$ cat src/rtl/tdm_demux_two_to_one_if.sv
// Bus bundle for the two-channel TDM demultiplexer: interleaved sample in, two held channels out.
// i_in_valid qualifies i_d and i_frame; there is no ready, every valid sample is consumed the cycle it is presented.
interface tdm_demux_two_to_one_if #(
  parameter int WIDTH = 1,
  parameter int CNT_W = 8
);
  logic [WIDTH-1:0] i_d;
  logic             i_in_valid;
  logic             i_frame;
  logic [WIDTH-1:0] o_y0;
  logic [WIDTH-1:0] o_y1;
  logic             o_v0;
  logic             o_v1;
  logic             o_locked;
  logic             o_frame_err;
  logic [CNT_W-1:0] o_frame_cnt;

  modport master (
    output i_d, i_in_valid, i_frame,
    input  o_y0, o_y1, o_v0, o_v1, o_locked, o_frame_err, o_frame_cnt
  );

  modport slave (
    input  i_d, i_in_valid, i_frame,
    output o_y0, o_y1, o_v0, o_v1, o_locked, o_frame_err, o_frame_cnt
  );
endinterface

$ cat src/rtl/tdm_demux_two_to_one.sv
// Receive side of the two-channel TDM link: realigns on FRAME, splits slots into held
// channel outputs, flags slot-order errors, counts frames and drops lock after idle time.
module tdm_demux_two_to_one #(
  parameter int WIDTH   = 1,
  parameter int CNT_W   = 8,
  parameter int TIMEOUT = 16
) (
  input  logic                   i_clk,
  input  logic                   i_rst_n,
  tdm_demux_two_to_one_if.slave  bus,
  output logic [1:0]             o_dbg_state
);

  localparam int IDLE_W = $clog2(TIMEOUT + 1);

  typedef enum logic [1:0] {
    S_UNLOCKED = 2'd0,
    S_EXPECT1  = 2'd1,
    S_EXPECT0  = 2'd2
  } state_t;

  state_t             r_state;
  state_t             w_state_nxt;
  logic [WIDTH-1:0]   r_y0;
  logic [WIDTH-1:0]   r_y1;
  logic [WIDTH-1:0]   w_y0_nxt;
  logic [WIDTH-1:0]   w_y1_nxt;
  logic               r_v0;
  logic               r_v1;
  logic               w_v0_nxt;
  logic               w_v1_nxt;
  logic               r_err;
  logic               w_err_nxt;
  logic               r_locked;
  logic [CNT_W-1:0]   r_cnt;
  logic [CNT_W-1:0]   w_cnt_nxt;
  logic [IDLE_W-1:0]  r_idle;
  logic [IDLE_W-1:0]  w_idle_nxt;

  always_ff @(posedge i_clk or negedge i_rst_n) begin
    if (!i_rst_n) begin
      r_state  <= S_UNLOCKED;
      r_y0     <= '0;
      r_y1     <= '0;
      r_v0     <= 1'b0;
      r_v1     <= 1'b0;
      r_err    <= 1'b0;
      r_locked <= 1'b0;
      r_cnt    <= '0;
      r_idle   <= '0;
    end else begin
      r_state  <= w_state_nxt;
      r_y0     <= w_y0_nxt;
      r_y1     <= w_y1_nxt;
      r_v0     <= w_v0_nxt;
      r_v1     <= w_v1_nxt;
      r_err    <= w_err_nxt;
      r_locked <= (w_state_nxt != S_UNLOCKED);
      r_cnt    <= w_cnt_nxt;
      r_idle   <= w_idle_nxt;
    end
  end

  always_comb begin
    w_state_nxt = r_state;
    w_y0_nxt    = r_y0;
    w_y1_nxt    = r_y1;
    w_v0_nxt    = 1'b0;
    w_v1_nxt    = 1'b0;
    w_err_nxt   = 1'b0;
    w_cnt_nxt   = r_cnt;
    w_idle_nxt  = r_idle;

    if (bus.i_in_valid) begin
      // A valid sample always restarts the idle window, even on the would-be timeout cycle.
      w_idle_nxt = '0;
      case (r_state)
        S_UNLOCKED: begin
          if (bus.i_frame) begin
            w_y0_nxt    = bus.i_d;
            w_v0_nxt    = 1'b1;
            w_state_nxt = S_EXPECT1;
          end
        end
        S_EXPECT1: begin
          if (bus.i_frame) begin
            // Early slot 0: report it, but resynchronise on it rather than losing lock.
            w_err_nxt = 1'b1;
            w_y0_nxt  = bus.i_d;
            w_v0_nxt  = 1'b1;
          end else begin
            w_y1_nxt    = bus.i_d;
            w_v1_nxt    = 1'b1;
            w_cnt_nxt   = r_cnt + 1'b1;
            w_state_nxt = S_EXPECT0;
          end
        end
        S_EXPECT0: begin
          if (bus.i_frame) begin
            w_y0_nxt    = bus.i_d;
            w_v0_nxt    = 1'b1;
            w_state_nxt = S_EXPECT1;
          end else begin
            w_err_nxt   = 1'b1;
            w_state_nxt = S_UNLOCKED;
          end
        end
        default: begin
          w_state_nxt = S_UNLOCKED;
        end
      endcase
    end else if (r_state != S_UNLOCKED) begin
      if (r_idle == IDLE_W'(TIMEOUT - 1)) begin
        w_state_nxt = S_UNLOCKED;
        w_idle_nxt  = '0;
      end else begin
        w_idle_nxt = r_idle + 1'b1;
      end
    end
  end

  assign bus.o_y0        = r_y0;
  assign bus.o_y1        = r_y1;
  assign bus.o_v0        = r_v0;
  assign bus.o_v1        = r_v1;
  assign bus.o_locked    = r_locked;
  assign bus.o_frame_err = r_err;
  assign bus.o_frame_cnt = r_cnt;
  assign o_dbg_state     = r_state;

endmodule

$ cat src/flat_wrapper.sv
// flat-port wrapper written by rule: the top's interface ports become plain ports
module tdm_demux_two_to_one_flat 
#(
  parameter int WIDTH   = 1,
  parameter int CNT_W   = 8,
  parameter int TIMEOUT = 16
)
  (i_clk, i_rst_n, o_dbg_state, bus_i_d, bus_i_in_valid, bus_i_frame, bus_o_y0, bus_o_y1, bus_o_v0, bus_o_v1, bus_o_locked, bus_o_frame_err, bus_o_frame_cnt);
  tdm_demux_two_to_one_if #(.WIDTH(WIDTH), .CNT_W(CNT_W)) bus_i ();
  input  logic i_clk;
  input  logic i_rst_n;
  output logic [1:0] o_dbg_state;
  input wire logic [$bits(bus_i.i_d)-1:0] bus_i_d;
  input wire logic [$bits(bus_i.i_in_valid)-1:0] bus_i_in_valid;
  input wire logic [$bits(bus_i.i_frame)-1:0] bus_i_frame;
  output wire logic [$bits(bus_i.o_y0)-1:0] bus_o_y0;
  output wire logic [$bits(bus_i.o_y1)-1:0] bus_o_y1;
  output wire logic [$bits(bus_i.o_v0)-1:0] bus_o_v0;
  output wire logic [$bits(bus_i.o_v1)-1:0] bus_o_v1;
  output wire logic [$bits(bus_i.o_locked)-1:0] bus_o_locked;
  output wire logic [$bits(bus_i.o_frame_err)-1:0] bus_o_frame_err;
  output wire logic [$bits(bus_i.o_frame_cnt)-1:0] bus_o_frame_cnt;
  assign bus_i.i_d = bus_i_d;
  assign bus_i.i_in_valid = bus_i_in_valid;
  assign bus_i.i_frame = bus_i_frame;
  assign bus_o_y0 = bus_i.o_y0;
  assign bus_o_y1 = bus_i.o_y1;
  assign bus_o_v0 = bus_i.o_v0;
  assign bus_o_v1 = bus_i.o_v1;
  assign bus_o_locked = bus_i.o_locked;
  assign bus_o_frame_err = bus_i.o_frame_err;
  assign bus_o_frame_cnt = bus_i.o_frame_cnt;
  tdm_demux_two_to_one #(.WIDTH(WIDTH), .CNT_W(CNT_W), .TIMEOUT(TIMEOUT)) u_core (.i_clk(i_clk), .i_rst_n(i_rst_n), .bus(bus_i), .o_dbg_state(o_dbg_state));
endmodule
$ cat config.mk
export PLATFORM = sky130hd
export DESIGN_NAME = tdm_demux_two_to_one_flat
export DESIGN_NICKNAME = d
export VERILOG_FILES = /design/src/rtl/tdm_demux_two_to_one_if.sv /design/src/rtl/tdm_demux_two_to_one.sv /design/src/flat_wrapper.sv
export SDC_FILE = /design/constraint.sdc
export NUM_CORES = 1
export LEC_CHECK = 0
export ABC_CLOCK_PERIOD_IN_PS = 1800
export CAP_MARGIN = 20
export CELL_PAD_IN_SITES_DETAIL_PLACEMENT = 1
export CELL_PAD_IN_SITES_GLOBAL_PLACEMENT = 2
export CORE_ASPECT_RATIO = 1.4
export CORE_MARGIN = 2
export CORE_UTILIZATION = 33
export CTS_BUF_LIST = sky130_fd_sc_hd__clkbuf_4
export CTS_CLUSTER_SIZE = 14
export DETAILED_ROUTE_END_ITERATION = 10
export PLACE_DENSITY = 0.93
export SLEW_MARGIN = 5
export SYNTH_ARGS = -nofsm -noshare
export SYNTH_HDL_FRONTEND = slang
export SYNTH_SLANG_ARGS = --single-unit
export TNS_END_PERCENT = 100
$ cat constraint.sdc
create_clock -name i_clk -period 1.8 [get_ports i_clk]
set_clock_uncertainty 0.2 [all_clocks]
set_input_delay 0.36 -clock i_clk [delete_from_list [all_inputs] [get_ports i_clk]]
set_output_delay 0.36 -clock i_clk [all_outputs]
set_load 0.01 [all_outputs]
==> flow_summary.yaml <==
clock_network:
  clockRootBuffer: "sky130_fd_sc_hd__clkbuf_4"
  clk_lat_worst_skew_ns: 0.30
  cts_htree_levels: 1
  ctsLongestPathBuffers: 2
  tritoncts.num_buffers: 3
  clkSinkCount: 21
  cts-hold-fix-buffers: 0
  tritoncts: "yes"
  cts.clk_slew.worst_paths_ns: 0.12
yosys:
  ys_types: 27
  post_synth_inst_count: 74
  postSynthRegisterBits: 21
  synth.top_cells.by_area: "sky130_fd_sc_hd__dfrtp_1 (58%), sky130_fd_sc_hd__xnor2_1 (5.8%), sky130_fd_sc_hd__nand2_1 (2.9%)"
  synthesis.area_um2: 900
  synth_edf_count: 0
  synth.yosys.seq_area_share_pct: 58.4
  ys_async_sr_fraction_pct: 100
  synth_top_cell_by_area: "sky130_fd_sc_hd__dfrtp_1"
  syn-mean-instance-area_um2: 12.2
  syn_nets: 81
  ys.flop_type: "sky130_fd_sc_hd__dfrtp_1"
  yosys_warnings: 0
  synth_largest_type_area_fraction_pct: 58.4
placement:
  place.port_buffers: 20
  place_congestion: 0.780
  post-place-ws_ns: -0.153
  dp_hpwl_um: 1600
floorplan:
  floorplan.core_area_um2: 2620
  chipHeight_um: 65.8
  placementRows: 22
  die_w_um: 48.1
  io_pins: 21
  dieArea_um2: 3170
  initial_utilization_pct: 34.4
routing:
  drt.antenna.violating_nets: 0
  drt-initial-drc-count: 8
  via_per_inst: 4.98
  first_pass_detailed_route_iteration_total: 4
  post_drt_wl_per_cell_um: 15.4
  route.final.wire_length_um: 2250
  drc_errors: 0
  routed-via-count: 727
sta:
  final.setup.worst_slack_ns: 0.166
  unrepaired_setup_endpoints_after_global_routing: "no"
  timing.slew.headroom_pct: 73.1
  fmax_ghz: 0.612
  fin_crit_sh_pct: 90.8
  report.final.hold_viol_count: 0
  setup_viol: 0
  fin_max_slew_vios: 0
  max_slew.worst_pin.slew_ns: 0.401
  layout_min_cycle_time_ns: 1.63
layout:
  syn2layout_area_growth_pct: 42.3
  utilization_pct: 48.9
  layout.nets: 118
  post_route_cells_drive_above_1_share_pct: 19.1
  antennaDiodeCount: 0
global_route:
  first_global_vias: 783
  grtUsageTotal_pct: 16.9
  overflow: 0
  grt_first_pass_wirelength_um: 3680
  grt_max_degree: 22
  antenna_found_initial: 0
hold_path:
  min_path_type: "in -> async"
power:
  power_per_cell_area_nw_per_um2: 942
  vdd.ir_drop.worst_mv: 0.329
  static-leakage-power_nw: 0.732
critical_path:
  timing.critical_path.fanout_max: 10
  reg2reg_setup_slack_ns: 0.18
  critPathLaunchType: "input pin"
  timing.critical_path.slowest_cell_delay_ns: 0.42
  critical_path.cell_chain: "clkdlybuf4s50_1, and4bb_1, buf_4, mux2_1"
  worst-endpoint-arrival_ns: 1.62
  worst_endpoint_required_time_ns: 1.79
  crit_path_top_delay_cell: "sky130_fd_sc_hd__clkdlybuf4s50_1"
  crit_type: "in -> reg"
  crit_path_end_kind: "flip-flop"
job:
  max-cap-violations: 0
run_status:
  status: "finished clean"
## stage by stage
step                      total power [mW]  instance area [µm²]  setup TNS (ns)  hold slack [ns]  std cells
after detailed placement             0.936                 1180          -0.654            0.279        135
after floorplan                      0.739                  900               0           -0.136         74
after CTS                             1.24                 1260               0            0.179        146
after global placement               0.913                 1180          -0.239            0.262        135
after global routing                  1.30                 1280               0            0.196        146
final                                 1.21                 1280               0            0.187        146
## power by group
part	leakage, nW	total, mW	internal (mW)	switching (mW)
logic	0.441	0.384	0.211	0.173
registers	0.273	0.582	0.539	0.0429
clock network	0.0184	0.239	0.101	0.138
total	0.732	1.21	0.852	0.354
## sequential cells by signal, indices dropped and copies added, names as in the netlist
signal / count
u_core.bus.o_v1: 1
u_core.r_idle: 5
u_core.o_dbg_state: 2
u_core.bus.o_v0: 1
u_core.bus.o_frame_cnt: 8
u_core.bus.o_locked: 1
u_core.bus.o_y0: 1
u_core.bus.o_y1: 1
u_core.bus.o_frame_err: 1
## worst paths after layout
kind                                            from                         to  cells past startpoint
setup / recovery                         bus_i_frame            u_core.bus.o_y1                      4
hold / removal                               i_rst_n      u_core.o_dbg_state[1]                      2
setup reg to reg                    u_core.r_idle[0]           u_core.r_idle[0]                      4
hold reg to reg            u_core.bus.o_frame_cnt[7]  u_core.bus.o_frame_cnt[7]                      1
max in group asynchronous                    i_rst_n      u_core.o_dbg_state[0]                      2
min in group i_clk         u_core.bus.o_frame_cnt[7]  u_core.bus.o_frame_cnt[7]                      1
## synth_stat cells, types with 2 or more instances
library cell	n
sky130_fd_sc_hd__nand4_1	4
sky130_fd_sc_hd__mux2_1	2
sky130_fd_sc_hd__a21oi_1	3
sky130_fd_sc_hd__nand2_1	7
sky130_fd_sc_hd__ha_1	2
sky130_fd_sc_hd__or3_1	2
sky130_fd_sc_hd__nand3b_1	2
sky130_fd_sc_hd__nor2_1	3
sky130_fd_sc_hd__nand3_1	2
sky130_fd_sc_hd__xor2_1	2
sky130_fd_sc_hd__and3_1	3
sky130_fd_sc_hd__a21o_1	2
sky130_fd_sc_hd__xnor2_1	6
sky130_fd_sc_hd__dfrtp_1	21
## cells by family (layout without fill, tap and decap cells)
logic type | after synthesis | count (layout) | share of synthesized area, %
AND/OR/NAND/NOR | 27 | 27 | 17.7
flip-flops | 21 | 21 | 58.4
AO/OA/AOI/OAI | 10 | 10 | 7.37
XOR/XNOR | 8 | 8 | 7.79
multiplexers | 3 | 3 | 3.75
buffers and inverters | 3 | 39 | 2.22
adder cells (fa/ha/maj) | 2 | 2 | 2.78
## layer usage
| layer | part of all wire, % | global-route usage, % | vias to the layer above | routed length (µm) |
|---|---|---|---|---|
| li1 | - | - | 339 | - |
| met1 | 38 | 17.2 | 369 | 862 |
| met2 | 58 | 30.2 | 17 | 1300 |
| met3 | 2.9 | 3.55 | 2 | 66 |
| met4 | 1.2 | 8.78 | 0 | 27 |
| met5 | 0 | 0 | - | 0 |
## placed cells by master, fill, tap and decap left out, drive strengths merged, types with 3 or more instances in the layout
master and instances:
dfrtp 21, buf 14, dlymetal6s2s 9, nand2 7, dlygate4sd2 7, xnor2 6, nand4 4, clkbuf 4
clkdlybuf4s50 4, nor2 3, and3 3, a21oi 3, mux2 3
## what timing repair did
action,in CTS,in global routing
resized for setup,9,9
setup buffers,7,0
setup endpoints to repair,12,9
## worst max-delay path: cells and delay by family
kind	cells	cell delay, ns
mux	1	0.37
simple gates	1	0.29
buf+inv	2	0.61
## final cells by class
class	count	area, µm²
repair buffers	34	319
inverters	1	3.75
fillers	286	1340
clock buffers	4	30.0
multi-input cells	50	354
well taps	36	45.0
flip-flops and latches	21	528
Note: power is estimated with default switching activity, not from simulation.
